## config.mk

```make
export PLATFORM = sky130hd
export DESIGN_NAME = redirect_sched
export DESIGN_NICKNAME = d
export VERILOG_FILES = /design/src/rtl/redirect_pkg.sv /design/src/rtl/redirect_perf_cnt.sv /design/src/rtl/redirect_sched.sv
export SDC_FILE = /design/constraint.sdc
export NUM_CORES = 1
export LEC_CHECK = 0
export ABC_CLOCK_PERIOD_IN_PS = 2700
export BUFFER_PORTS_ARGS = -buffer_cell sky130_fd_sc_hd__clkbuf_2
export CAP_MARGIN = 10
export CORE_MARGIN = 2
export CORE_UTILIZATION = 50
export DETAILED_ROUTE_END_ITERATION = 12
export MAX_ROUTING_LAYER = met4
export PLACE_DENSITY = 0.83
export SLEW_MARGIN = 25
export SYNTH_ARGS = -nofsm -noshare
export SYNTH_HDL_FRONTEND = slang
export SYNTH_SLANG_ARGS = --single-unit
```

## constraint.sdc

```tcl
create_clock -name clk -period 2.7 [get_ports clk]
set_input_delay 0.27 -clock clk [delete_from_list [all_inputs] [get_ports clk]]
set_output_delay 0.27 -clock clk [all_outputs]
set_load 0.01 [all_outputs]
```

## src/rtl/redirect_pkg.sv

```systemverilog
// -----------------------------------------------------------------------------
// redirect_pkg
//   Shared types for the redirect scheduler: FSM state encoding, redirect
//   source tag and the held-request record (target address + source).
//   REDIR_ADDR_W matches the core instruction address width. The scheduler's
//   ADDR_W parameter is expected not to exceed it.
// -----------------------------------------------------------------------------
package redirect_pkg;

    localparam int REDIR_ADDR_W = 32;

    typedef enum logic [1:0] {
        IDLE      = 2'd0,
        WAIT_ATOM = 2'd1,
        ISSUE     = 2'd2,
        FLUSH     = 2'd3
    } redir_state_e;

    typedef enum logic {
        SRC_EX    = 1'b0,
        SRC_CLINT = 1'b1
    } redir_src_e;

    typedef struct packed {
        logic [REDIR_ADDR_W-1:0] addr;
        redir_src_e              src;
    } redir_req_t;

endpackage

```

## src/rtl/redirect_perf_cnt.sv

```systemverilog
// -----------------------------------------------------------------------------
// redirect_perf_cnt
//   Two free-running, wrapping event counters for the redirect scheduler.
//   Ports:
//     clk, rst   clock, synchronous active-high reset (counters clear to 0)
//     transfer   one redirect accepted by pc_reg this cycle
//     hold       a redirect is being held back this cycle (atomic or stall/no-ack)
//     redir_cnt  number of accepted redirects
//     hold_cnt   number of held cycles
// -----------------------------------------------------------------------------
module redirect_perf_cnt #(
    parameter int CNT_W = 32
) (
    input  logic             clk,
    input  logic             rst,
    input  logic             transfer,
    input  logic             hold,
    output logic [CNT_W-1:0] redir_cnt,
    output logic [CNT_W-1:0] hold_cnt
);

    always_ff @(posedge clk) begin
        if (rst) begin
            redir_cnt <= '0;
            hold_cnt  <= '0;
        end else begin
            if (transfer) redir_cnt <= redir_cnt + CNT_W'(1);
            if (hold)     hold_cnt  <= hold_cnt + CNT_W'(1);
        end
    end

endmodule

```

## src/rtl/redirect_sched.sv

```systemverilog
// -----------------------------------------------------------------------------
// redirect_sched
//   Captures control-flow redirects from EX (branch/jump) and CLINT
//   (trap/mret), arbitrates them (CLINT wins), waits out in-flight atomic
//   ops, presents one redirect to pc_reg with a valid/ack handshake, then
//   drives a fixed-length IF/ID flush window.
//
//   Handshake: redir_valid_o/redir_addr_o are held stable until a transfer,
//   defined as redir_valid_o & redir_ack_i & ~stall_i in the same cycle.
//   Valid never drops before transfer. The only permitted change while
//   valid is high is a CLINT request overriding a held EX target.
//
//   Optional feature macro: REDIRECT_PERF_CNT_EN
//     defined   -> redir_cnt_o / hold_cnt_o count transfers / held cycles
//     undefined -> both ports tie to 0 and no counter flops exist
//
//   Ports:
//     clk, rst          clock, synchronous active-high reset
//     ex_req_i/addr     EX redirect request pulse and target
//     clint_req_i/addr  CLINT redirect request pulse and target
//     atom_busy_i       atomic op in flight, redirect must not issue
//     stall_i           pipeline stall, blocks transfer
//     redir_valid_o     redirect presented to pc_reg
//     redir_addr_o      redirect target (0 when not valid)
//     redir_ack_i       pc_reg accepts redirect
//     flush_o           flush IF/ID stages
//     busy_o            scheduler not idle (state or pending slot)
//     redir_cnt_o       redirects issued (macro only)
//     hold_cnt_o        cycles redirect held (macro only)
// -----------------------------------------------------------------------------
module redirect_sched
    import redirect_pkg::*;
#(
    parameter int ADDR_W       = REDIR_ADDR_W,
    parameter int FLUSH_CYCLES = 2,
    parameter int CNT_W        = 32
) (
    input  logic              clk,
    input  logic              rst,
    input  logic              ex_req_i,
    input  logic [ADDR_W-1:0] ex_addr_i,
    input  logic              clint_req_i,
    input  logic [ADDR_W-1:0] clint_addr_i,
    input  logic              atom_busy_i,
    input  logic              stall_i,
    output logic              redir_valid_o,
    output logic [ADDR_W-1:0] redir_addr_o,
    input  logic              redir_ack_i,
    output logic              flush_o,
    output logic              busy_o,
    output logic [CNT_W-1:0]  redir_cnt_o,
    output logic [CNT_W-1:0]  hold_cnt_o
);

    localparam int              CW         = $clog2(FLUSH_CYCLES + 1);
    localparam logic [CW-1:0]   FLUSH_LOAD = CW'(FLUSH_CYCLES - 1);

    redir_state_e  state_q, state_d;
    redir_req_t    held_q, held_d;
    redir_req_t    pend_q, pend_d;
    logic          pend_valid_q, pend_valid_d;
    logic [CW-1:0] flush_cnt_q, flush_cnt_d;

    redir_req_t    in_req;
    redir_req_t    clint_req;
    redir_req_t    slot;
    logic          slot_valid;
    logic          transfer;

    // Incoming request after same-cycle arbitration: CLINT beats EX.
    always_comb begin
        clint_req.addr = REDIR_ADDR_W'(clint_addr_i);
        clint_req.src  = SRC_CLINT;
        in_req.addr    = clint_req_i ? REDIR_ADDR_W'(clint_addr_i) : REDIR_ADDR_W'(ex_addr_i);
        in_req.src     = clint_req_i ? SRC_CLINT : SRC_EX;
    end

    assign transfer = (state_q == ISSUE) & redir_ack_i & ~stall_i;

    always_comb begin
        state_d      = state_q;
        held_d       = held_q;
        pend_d       = pend_q;
        pend_valid_d = pend_valid_q;
        flush_cnt_d  = flush_cnt_q;

        // Pending-slot merge used during FLUSH: a CLINT request takes an
        // empty or EX-occupied slot; an EX request only takes an empty slot.
        slot       = pend_q;
        slot_valid = pend_valid_q;
        if (clint_req_i && (!pend_valid_q || pend_q.src == SRC_EX)) begin
            slot       = clint_req;
            slot_valid = 1'b1;
        end else if (ex_req_i && !pend_valid_q) begin
            slot       = in_req;
            slot_valid = 1'b1;
        end

        case (state_q)
            IDLE: begin
                if (ex_req_i || clint_req_i) begin
                    held_d  = in_req;
                    state_d = atom_busy_i ? WAIT_ATOM : ISSUE;
                end
            end
            WAIT_ATOM: begin
                // EX requests here are from a squashed younger path: dropped.
                if (clint_req_i && held_q.src == SRC_EX) held_d = clint_req;
                if (!atom_busy_i) state_d = ISSUE;
            end
            ISSUE: begin
                if (transfer) begin
                    state_d     = FLUSH;
                    flush_cnt_d = FLUSH_LOAD;
                    // The slot is always empty on entry to FLUSH.
                    if (clint_req_i) begin
                        pend_d       = clint_req;
                        pend_valid_d = 1'b1;
                    end
                end else if (clint_req_i && held_q.src == SRC_EX) begin
                    held_d = clint_req;
                end
            end
            FLUSH: begin
                pend_d       = slot;
                pend_valid_d = slot_valid;
                if (flush_cnt_q == '0) begin
                    // Chain straight into the next redirect, no IDLE bubble.
                    if (slot_valid) begin
                        held_d       = slot;
                        pend_valid_d = 1'b0;
                        state_d      = atom_busy_i ? WAIT_ATOM : ISSUE;
                    end else begin
                        state_d = IDLE;
                    end
                end else begin
                    flush_cnt_d = flush_cnt_q - CW'(1);
                end
            end
            default: state_d = IDLE;
        endcase
    end

    always_ff @(posedge clk) begin
        if (rst) begin
            state_q      <= IDLE;
            held_q       <= '{addr: '0, src: SRC_EX};
            pend_q       <= '{addr: '0, src: SRC_EX};
            pend_valid_q <= 1'b0;
            flush_cnt_q  <= '0;
        end else begin
            state_q      <= state_d;
            held_q       <= held_d;
            pend_q       <= pend_d;
            pend_valid_q <= pend_valid_d;
            flush_cnt_q  <= flush_cnt_d;
        end
    end

    assign redir_valid_o = (state_q == ISSUE);
    assign redir_addr_o  = redir_valid_o ? ADDR_W'(held_q.addr) : '0;
    assign flush_o       = (state_q == FLUSH);
    assign busy_o        = (state_q != IDLE) | pend_valid_q;

`ifdef REDIRECT_PERF_CNT_EN
    logic hold;
    assign hold = (state_q == WAIT_ATOM) |
                  ((state_q == ISSUE) & (stall_i | ~redir_ack_i));

    redirect_perf_cnt #(
        .CNT_W (CNT_W)
    ) u_perf_cnt (
        .clk       (clk),
        .rst       (rst),
        .transfer  (transfer),
        .hold      (hold),
        .redir_cnt (redir_cnt_o),
        .hold_cnt  (hold_cnt_o)
    );
`else
    assign redir_cnt_o = '0;
    assign hold_cnt_o  = '0;
`endif

endmodule

```

**After elaboration in Yosys (flattened, before gate mapping)**

Index checks and enable logic that the tools add are counted.

- Memories kept: 0
- Bits in latches: 0
- ROM bits: 0
- Flip-flop bits (word level): 71
- Memory bits (writable): 0
- Input port bits: 71

- Shift-type cells: 0
- Order comparisons: 0
- Multiply operators: 0
- Reduce and logical (&&, ||, !) cells: 14
- Mux-type cells: 30
- $add $sub $neg: 1
- Eq/ne operators: 11
- Divide/modulo/power cells: 0
- Bitwise gates (word level): 6

Operator list:

| kind | count |
|---|---|
| $mux 33 | 9 |
| $pmux 33 s4 | 1 |
| $pmux 33 s2 | 1 |
| $mux 32 | 2 |
| $mux 2 | 8 |
| $ne 2x2->1 const B | 5 |
| $pmux 2 s4 | 1 |
| $reduce_and 4->1 | 2 |
| $mux 1 | 6 |
| $ne 2x1->1 const B | 3 |
| $reduce_and 3->1 | 2 |
| $eq 2x2->1 const B | 2 |
| $logic_not 2->1 | 2 |
| $pmux 2 s2 | 1 |
| $reduce_bool 2->1 | 2 |
| $logic_and 1x1->1 | 3 |
| $not 1->1 | 3 |
| $and 1x1->1 | 2 |
| $eq 2x1->1 const B | 1 |
| $logic_or 1x1->1 | 2 |
| $pmux 1 s2 | 1 |
| $sub 2x1->2 const B | 1 |
| $logic_not 1->1 | 1 |
| $or 1x1->1 | 1 |

**Depth between registers and ports, before layout**

Gate-level depths: netlist of the first run.

- Word-level depth: 7
- Mapped depth: 9
- Gate-level depth less buffers: 7

**Worst setup path before layout of the first run**

Ideal clock, no wire load.

- Kind: register -> register
- From: register state_q[0]
- To: register held_q[28] in the netlist's numbering
- Stages on the path, launching flop included: 10
- Data required time: 2.583 ns
- Library setup time: 0.117 ns
- Path buffers: 3
- Arrival: 1.804 ns
- Setup slack: 0.779 ns
- Cells stage by stage: dfxtp_1 -> inv_1 -> ha_1 -> buf_2 -> or2_1 -> buf_2 -> buf_6 -> a21oi_1 -> a31oi_1 -> a32o_1

- Word-level cells in the longest chain between the ends: 5

Ends and longest elaborated chain:

| item | RTL line | RTL |
|---|---|---|
| start, declared | redirect_sched.sv:58 | `redir_state_e state_q, state_d;` |
| start signal, assigned | redirect_sched.sv:152 | `state_q <= state_d;` |
| $eq 2x2->1 | redirect_sched.sv:78, redirect_sched.sv:99 |  |
| $and 1x1->1 (2 in series) | redirect_sched.sv:78 | `assign transfer = (state_q == ISSUE) & redir_ack_i & ~stall_i;` |
| $ne 2x2->1 (no source line) | n/a |  |
| $reduce_and 4->1 (no source line) | n/a |  |
| end signal, assigned | redirect_sched.sv:147 | `held_q <= '{addr: '0, src: SRC_EX};` |
| end signal, assigned | redirect_sched.sv:153 | `held_q <= held_d;` |
| end, declared | redirect_sched.sv:59 | `redir_req_t held_q, held_d;` |

Parallel ways exist; a longest one is shown, timed or not.
A chain may end at the register's enable or synchronous reset.

**Worst setup path in the final report of the first run**

- From: register state_q[0]
- To: register pend_q[11] in the netlist's numbering

- Word-level cells in the longest chain between the ends: 5

Ends and longest elaborated chain:

| item | RTL line | RTL |
|---|---|---|
| $eq 2x2->1 | redirect_sched.sv:78, redirect_sched.sv:99 |  |
| $and 1x1->1 (2 in series) | redirect_sched.sv:78 |  |
| $ne 2x1->1 (no source line) | n/a |  |
| $reduce_and 3->1 (no source line) | n/a |  |
| end signal, assigned | redirect_sched.sv:148 | `pend_q <= '{addr: '0, src: SRC_EX};` |
| end signal, assigned | redirect_sched.sv:154 | `pend_q <= pend_d;` |
| end, declared | redirect_sched.sv:60 | `redir_req_t pend_q, pend_d;` |

Parallel ways exist; a longest one is shown, timed or not.

==> reports/qor.yml, run 1 <==
timing:
  fin_tns_setup_ps: 0
  tightest_slew_ps: 1010
  rsz0062_at_grt: "false"
  clock.fmax_mhz: 456
  fin_crit_ps: 2190
  slew_violations: 0
  finalHoldViolations: 0
  fin_crit_sh_pct: 81.3
  slew-limit-headroom_pct: 32.7
  fin_skew_ps: 17.2
  setup-violations-final: 0
synthesis:
  synth_edf_count: 0
  yosys_register_bits: 71
  ys_seq_area_share_pct: 26.0
  synth.avg_cell_area_um2: 8.38
  synthCells: 651
  ys_async_sr_fraction_pct: 0
  synth.area.top_cells: "dfxtp_1 (26%), buf_4 (9.4%), a21oi_1 (6.3%), mux2i_1 (5.7%), o221ai_1 (5.1%)"
  synth_top_area_share_pct: 26.0
  yosysMostFrequentCell: "dfxtp_1"
  synth_cell_types: 55
  synthesis.area_um2: 5460
  synth_commonest_cells: "dfxtp_1 (71), a21oi_1 (69), buf_4 (68)"
  synth_largest_area_cell: "dfxtp_1"
  synth-main-ff-cell: "dfxtp_1"
  synth_warnings: 0
power:
  intPower_mw: 2.56
  p_sw_share_pct: 43.1
  leakage_nw: 2.47
  p_comb_share_pct: 48.7
  pwr-share-seq_pct: 31.5
  vdd_drop_max_uv: 406
  clkPwrFrac_pct: 19.8
  power.switching_mw: 1.94
  power.density_nw_per_um2: 759
global_route:
  overflow: 0
  grt_busiest_layer: "met2"
  grt.met1_usage_pct: 31.0
  gr-usage-all-layers_pct: 24.7
  grt_pass1_vias: 4843
  grt_pass1_wl_um: 22700
  grt.met2_usage_pct: 39.0
  grt_antenna_before_repair: 0
  grt_max_degree: 65
  met3_usage_pct: 3.25
floorplanning:
  fp-row-count: 38
  die_area_um2: 11800
  die_height_um: 108
  die_w_um: 108
  start_util_pct: 50.8
  ioPinCount: 170
  core_um2: 10700
critical_path:
  cp_cell_sequence: "inv_1 > ha_1 > buf_4 > o22a_1 > buf_4 > nand2_1 > a21oi_1"
  required_ps: 3000
  cp-end-kind: "flop"
  path_delay_family: "buffers and inverters"
  slowest_delay_ps: 460
  start_kind: "flop"
  critPathArrivalTime_ps: 2490
  regToRegSetupSlack_ps: 510
  ff2ff_path_depth: 7
  cpMostUsedCell: "buf_4"
  crit_type: "flop to flop"
  crit_start: "state_q[0]"
  cp_max_fo: 21
  crit_cells: 7
  worst-path-buf-inv: 3
  crit_end: "pend_q[11]"
  r2r_end: "pend_q[11]"
  rr_startpoint: "state_q[0]"
  cp_slowest_cell: "o22a_1"
routing:
  vias_per_cell: 6.11
  first_iter_violations: 489
  detail_route.wl_per_cell_um: 16.7
  dr.pass1.iters: 5
  num_vias: 5318
  wl_um: 14500
  drc: 0
  detail-route-antenna-nets: 0
place:
  hpwl_um: 9860
  port-buffer-count: 105
  gp_congestion: 0.881
min_path:
  hold_path.class: "primary input to flop"
  min-delay-start: "clint_addr_i[25]"
final_layout:
  layout-drive-gt1-share_pct: 25.1
  insertedDiodeCount: 0
  final_nets: 802
  utilization_pct: 55.1
  syn_to_final_growth_pct: 8.44
status:
  status: "finished, final reports clean"
clock_tree:
  numClockSinks: 71
  clock_path_buffers: 2
  cts_made_buffers: 9
  hold_buffers: 0
  htree_levels: 3
  clk_pin_slew_ps: 90
  cts.repair.resized: 0
  insertion_delay_ps: 370
  cts_tree: "built"
  root_buffer: "clkbuf_8"
  post_cts_buffers: 0
run:
  maxCapViolations: 0
layout by cell type, fill, tap and decap left out, drive strengths merged, types with 14 or more instances in the layout:
cell    count
a21o       16
a21oi      70
a221oi     14
a31oi      18
a32o       20
and2       34
buf        20
clkbuf    116
conb       64
dfxtp      71
mux2i      31
nand2      58
nor2       29
o211ai     16
o21ai      28
o221ai     32
o22ai      17
area by class of cell:
type                       count  area, um2
multi-input combinational    508       3410
inverter                      10       37.5
clock inverter                 5       57.6
sequential                    71       1420
fill                         981       4830
timing repair buffer         125        676
tap                          140        175
clock buffer                  11        141
sequential cells by signal, indices dropped and copies added, names as in the netlist:
name / flops
flush_cnt_q: 2
pend_q: 33
pend_valid_q: 1
state_q: 2
held_q: 33
power by group through the flow:
stage	clock network [mW]	registers [mW]	logic [mW]
floorplan	0	1.39	1.75
global placement	0	1.44	2.09
detailed placement	0	1.43	2.15
CTS	0.887	1.41	2.15
global route	0.942	1.45	2.39
finish	0.888	1.42	2.19
metal layers:
metal	vias up	share of wire, %
li1	2462	-
met1	2501	43
met2	309	46
met3	46	8.1
met4	0	2.7
met5	-	0
worst reg2reg max path, delay by kind of cell, from the launching register on:
kind | cells | cell delay [ps]
compound gates | 2 | 600
fa+ha+maj | 1 | 380
flops | 1 | 340
buf+inv | 3 | 710
simple gates | 1 | 100
cells by family after synthesis:
logic type	Yosys count	share of synthesized area (%)
DFF	71	26.0
adders and majority gates	6	1.38
muxes	32	5.89
AOI/OAI and AO/OA	272	38.2
buffers and inverters	135	16.1
and+or+nand+nor	134	12.3
other	1	0.0687
worst min-delay path by stage:
| stage | end | slack [ps] | cells after the start |
|---|---|---|---|
| 2_1_floorplan | pend_q[32] | 350 | 1 |
| 3_3_place_gp | pend_q[25] | 440 | 2 |
| 3_5_place_dp | pend_q[1] | 440 | 2 |
| 4_1_cts | state_q[0] | 280 | 4 |
| 5_1_grt | pend_q[22] | 310 | 3 |
| 6_report | pend_q[26] | 290 | 3 |
metrics by stage:
step | cell area (um2) | instances | worst slack [ps] | total power, mW | hold slack [ps]
global route | 5920 | 870 | 325 | 4.77 | 311
detailed placement | 5720 | 854 | 455 | 3.58 | 443
CTS | 5920 | 870 | 491 | 4.46 | 284
finish | 5920 | 870 | 505 | 4.49 | 290
floorplan | 5690 | 714 | 779 | 3.14 | 346
global placement | 5720 | 854 | 497 | 3.53 | 439
Note: power is estimated with default switching activity, not from simulation.
==> inputs of run 2 (changes only) <==
- ABC_AREA: default -> 1
- ABC_CLOCK_PERIOD_IN_PS: 2700 -> 1800
- CORE_UTILIZATION: 50 -> 49
- clock period: 2.7 -> 1.8 ns (I/O delays scaled with it)
==> reports/qor.yml, run 2 <==
clock_tree:
  clk_pin_slew_ps: 60
  cts_made_buffers: 9
  clock_path_buffers: 2
  insertion_delay_ps: 340
  numClockSinks: 71
  cts_tree: "built"
  htree_levels: 3
  hold_buffers: 0
  root_buffer: "clkbuf_16"
floorplanning:
  die_w_um: 116
  ioPinCount: 170
  die_height_um: 116
  die_area_um2: 13500
  start_util_pct: 50.7
  fp-row-count: 40
  core_um2: 12200
synthesis:
  synth_edf_count: 0
  synth.avg_cell_area_um2: 5.56
  synth_cell_types: 28
  yosys_register_bits: 71
  synth_warnings: 0
  synth_largest_area_cell: "nand2_1"
  synth_top_area_share_pct: 32.5
  ys_async_sr_fraction_pct: 0
  synthCells: 1109
  ys_seq_area_share_pct: 23.1
  yosysMostFrequentCell: "nand2_1"
  synth_commonest_cells: "nand2_1 (534), inv_1 (139), dfxtp_1 (71)"
  synth.area.top_cells: "nand2_1 (33%), dfxtp_1 (23%), inv_1 (8.5%), buf_4 (8.4%), a21oi_1 (4.8%)"
  synthesis.area_um2: 6170
  synth-main-ff-cell: "dfxtp_1"
critical_path:
  cp_max_fo: 18
  ff2ff_path_depth: 9
  cp-end-kind: "flop"
  required_ps: 2070
  start_kind: "flop"
  critPathArrivalTime_ps: 2060
  crit_type: "flop to flop"
status:
  status: "finished, final reports clean"
routing:
  vias_per_cell: 4.82
  wl_um: 16300
  num_vias: 6588
  detail-route-antenna-nets: 0
  dr.pass1.iters: 8
  detail_route.wl_per_cell_um: 12.0
  first_iter_violations: 558
  drc: 0
power:
  power.density_nw_per_um2: 1400
  p_total_mw: 9.88
  vdd_drop_max_uv: 588
  leakage_nw: 4.38
place:
  hpwl_um: 11300
  dp_slack_ps: -70.4
  port-buffer-count: 105
  gp_congestion: 0.893
timing:
  fin_crit_ps: 1790
  slew-limit-headroom_pct: 66.3
  fin_crit_sh_pct: 99.2
  finalHoldViolations: 0
  setup_ws_ps: 14.7
  fin_tns_setup_ps: 0
  slew_violations: 0
  setup-violations-final: 0
  clock.fmax_mhz: 560
  tightest_slew_ps: 506
  fin_skew_ps: 3.37
global_route:
  overflow: 0
  gr-usage-all-layers_pct: 24.3
  grt_pass1_vias: 5401
  grt_max_degree: 66
  grt_antenna_before_repair: 0
  grt_pass1_wl_um: 25400
final_layout:
  final_cell_mix: "nand2_1 (533), inv_1 (139), clkbuf_2 (105), dfxtp_1 (69), conb_1 (64)"
  final_nets: 1271
  fillers: 1212
  utilization_pct: 58.1
  insertedDiodeCount: 0
  syn_to_final_growth_pct: 14.6
  final_common_cell: "nand2_1"
  layout-drive-gt1-share_pct: 16.5
  reg.largest.list: "held_q: 33 flops, pend_q: 33 flops"
run:
  maxCapViolations: 0
min_path:
  holdPathStages: 5
  hold_path.class: "primary input to flop"
-- run 2: cell types whose count changed in the layout (fill, tap and decap cells not counted), sizes merged, moves of 17 or more --
cell,previous run,this run
o22ai,17,0
mux2i,31,0
a21oi,70,90
a31oi,18,0
inv,10,144
a32o,20,0
and2,34,0
o21bai,2,32
nand2,58,536
o221ai,32,0
nand3,2,38
-- run 2: where the power goes --
group	internal [mW]	switching (mW)	total (mW)
Sequential	2.19	0.312	2.50
Combinational	2.05	3.51	5.56
Clock	1.14	0.673	1.81
Total	5.39	4.49	9.88
-- run 2: kinds of logic (layout without fill, tap and decap cells) --
logic type | after synthesis | after routing | share of synthesized area [%]
flops | 71 | 71 | 23.1
simple gates | 615 | 615 | 38.6
buf+inv | 270 | 296 | 21.9
compound gates | 146 | 146 | 15.2
fa+ha+maj | 6 | 6 | 1.22
other cells | 1 | 64 | 0.0608
-- run 2: routing by layer --
metal | global-route usage, % | share of wire (%) | routed length [um] | vias up
li1 | - | - | - | 3386
met1 | 30.8 | 43 | 7030 | 2857
met2 | 38.3 | 45 | 7390 | 289
met3 | 3.74 | 8.1 | 1330 | 56
met4 | 11.4 | 3.5 | 578 | 0
met5 | - | 0 | 0 | -
-- run 2: critical path, stage by stage, from the launching register on --
cell and delay [ps]:
dfxtp_2 350, inv_1 120, ha_4 210, o21ai_1 160
nand2_1 160, a21oi_4 160, buf_12 150, buf_8 170
o21ai_0 110, nor2_1 130
-- run 2: path summary, 6_finish.rpt --
check,from,to,slack (ps)
worst min-delay path,clint_addr_i[0],pend_q[1],200
worst min register to register,pend_q[19],pend_q[19],470
worst max register to register,state_q[0],pend_q[5],10
worst max-delay path,state_q[0],pend_q[5],10
-- run 2: layout make-up --
class | instances | area [um2] | share of cell area [%]
Sequential cell | 71 | 1420 | 20.2
Clock buffer | 12 | 256 | 3.63
Clock inverter | 3 | 42.5 | 0.602
Multi-Input combinational cell | 831 | 3660 | 51.9
Tap cell | 168 | 210 | 2.98
Timing Repair Buffer | 137 | 918 | 13.0
Inverter | 144 | 551 | 7.79
-- run 2: through the flow --
step / area, um2 / hold WS [ps] / cells
floorplan: 6400 / 249 / 1172
global placement: 6650 / 452 / 1349
detailed placement: 6650 / 455 / 1349
CTS: 6950 / 196 / 1364
global route: 7070 / 223 / 1366
finish: 7070 / 198 / 1366
-- run 2: repair_timing --
item / 4_1_cts / 5_1_grt
endpoints found under the setup margin: 62 / 98
buffers inserted: 0 / 1
gates cloned: 0 / 1
resized for setup: 2 / 16
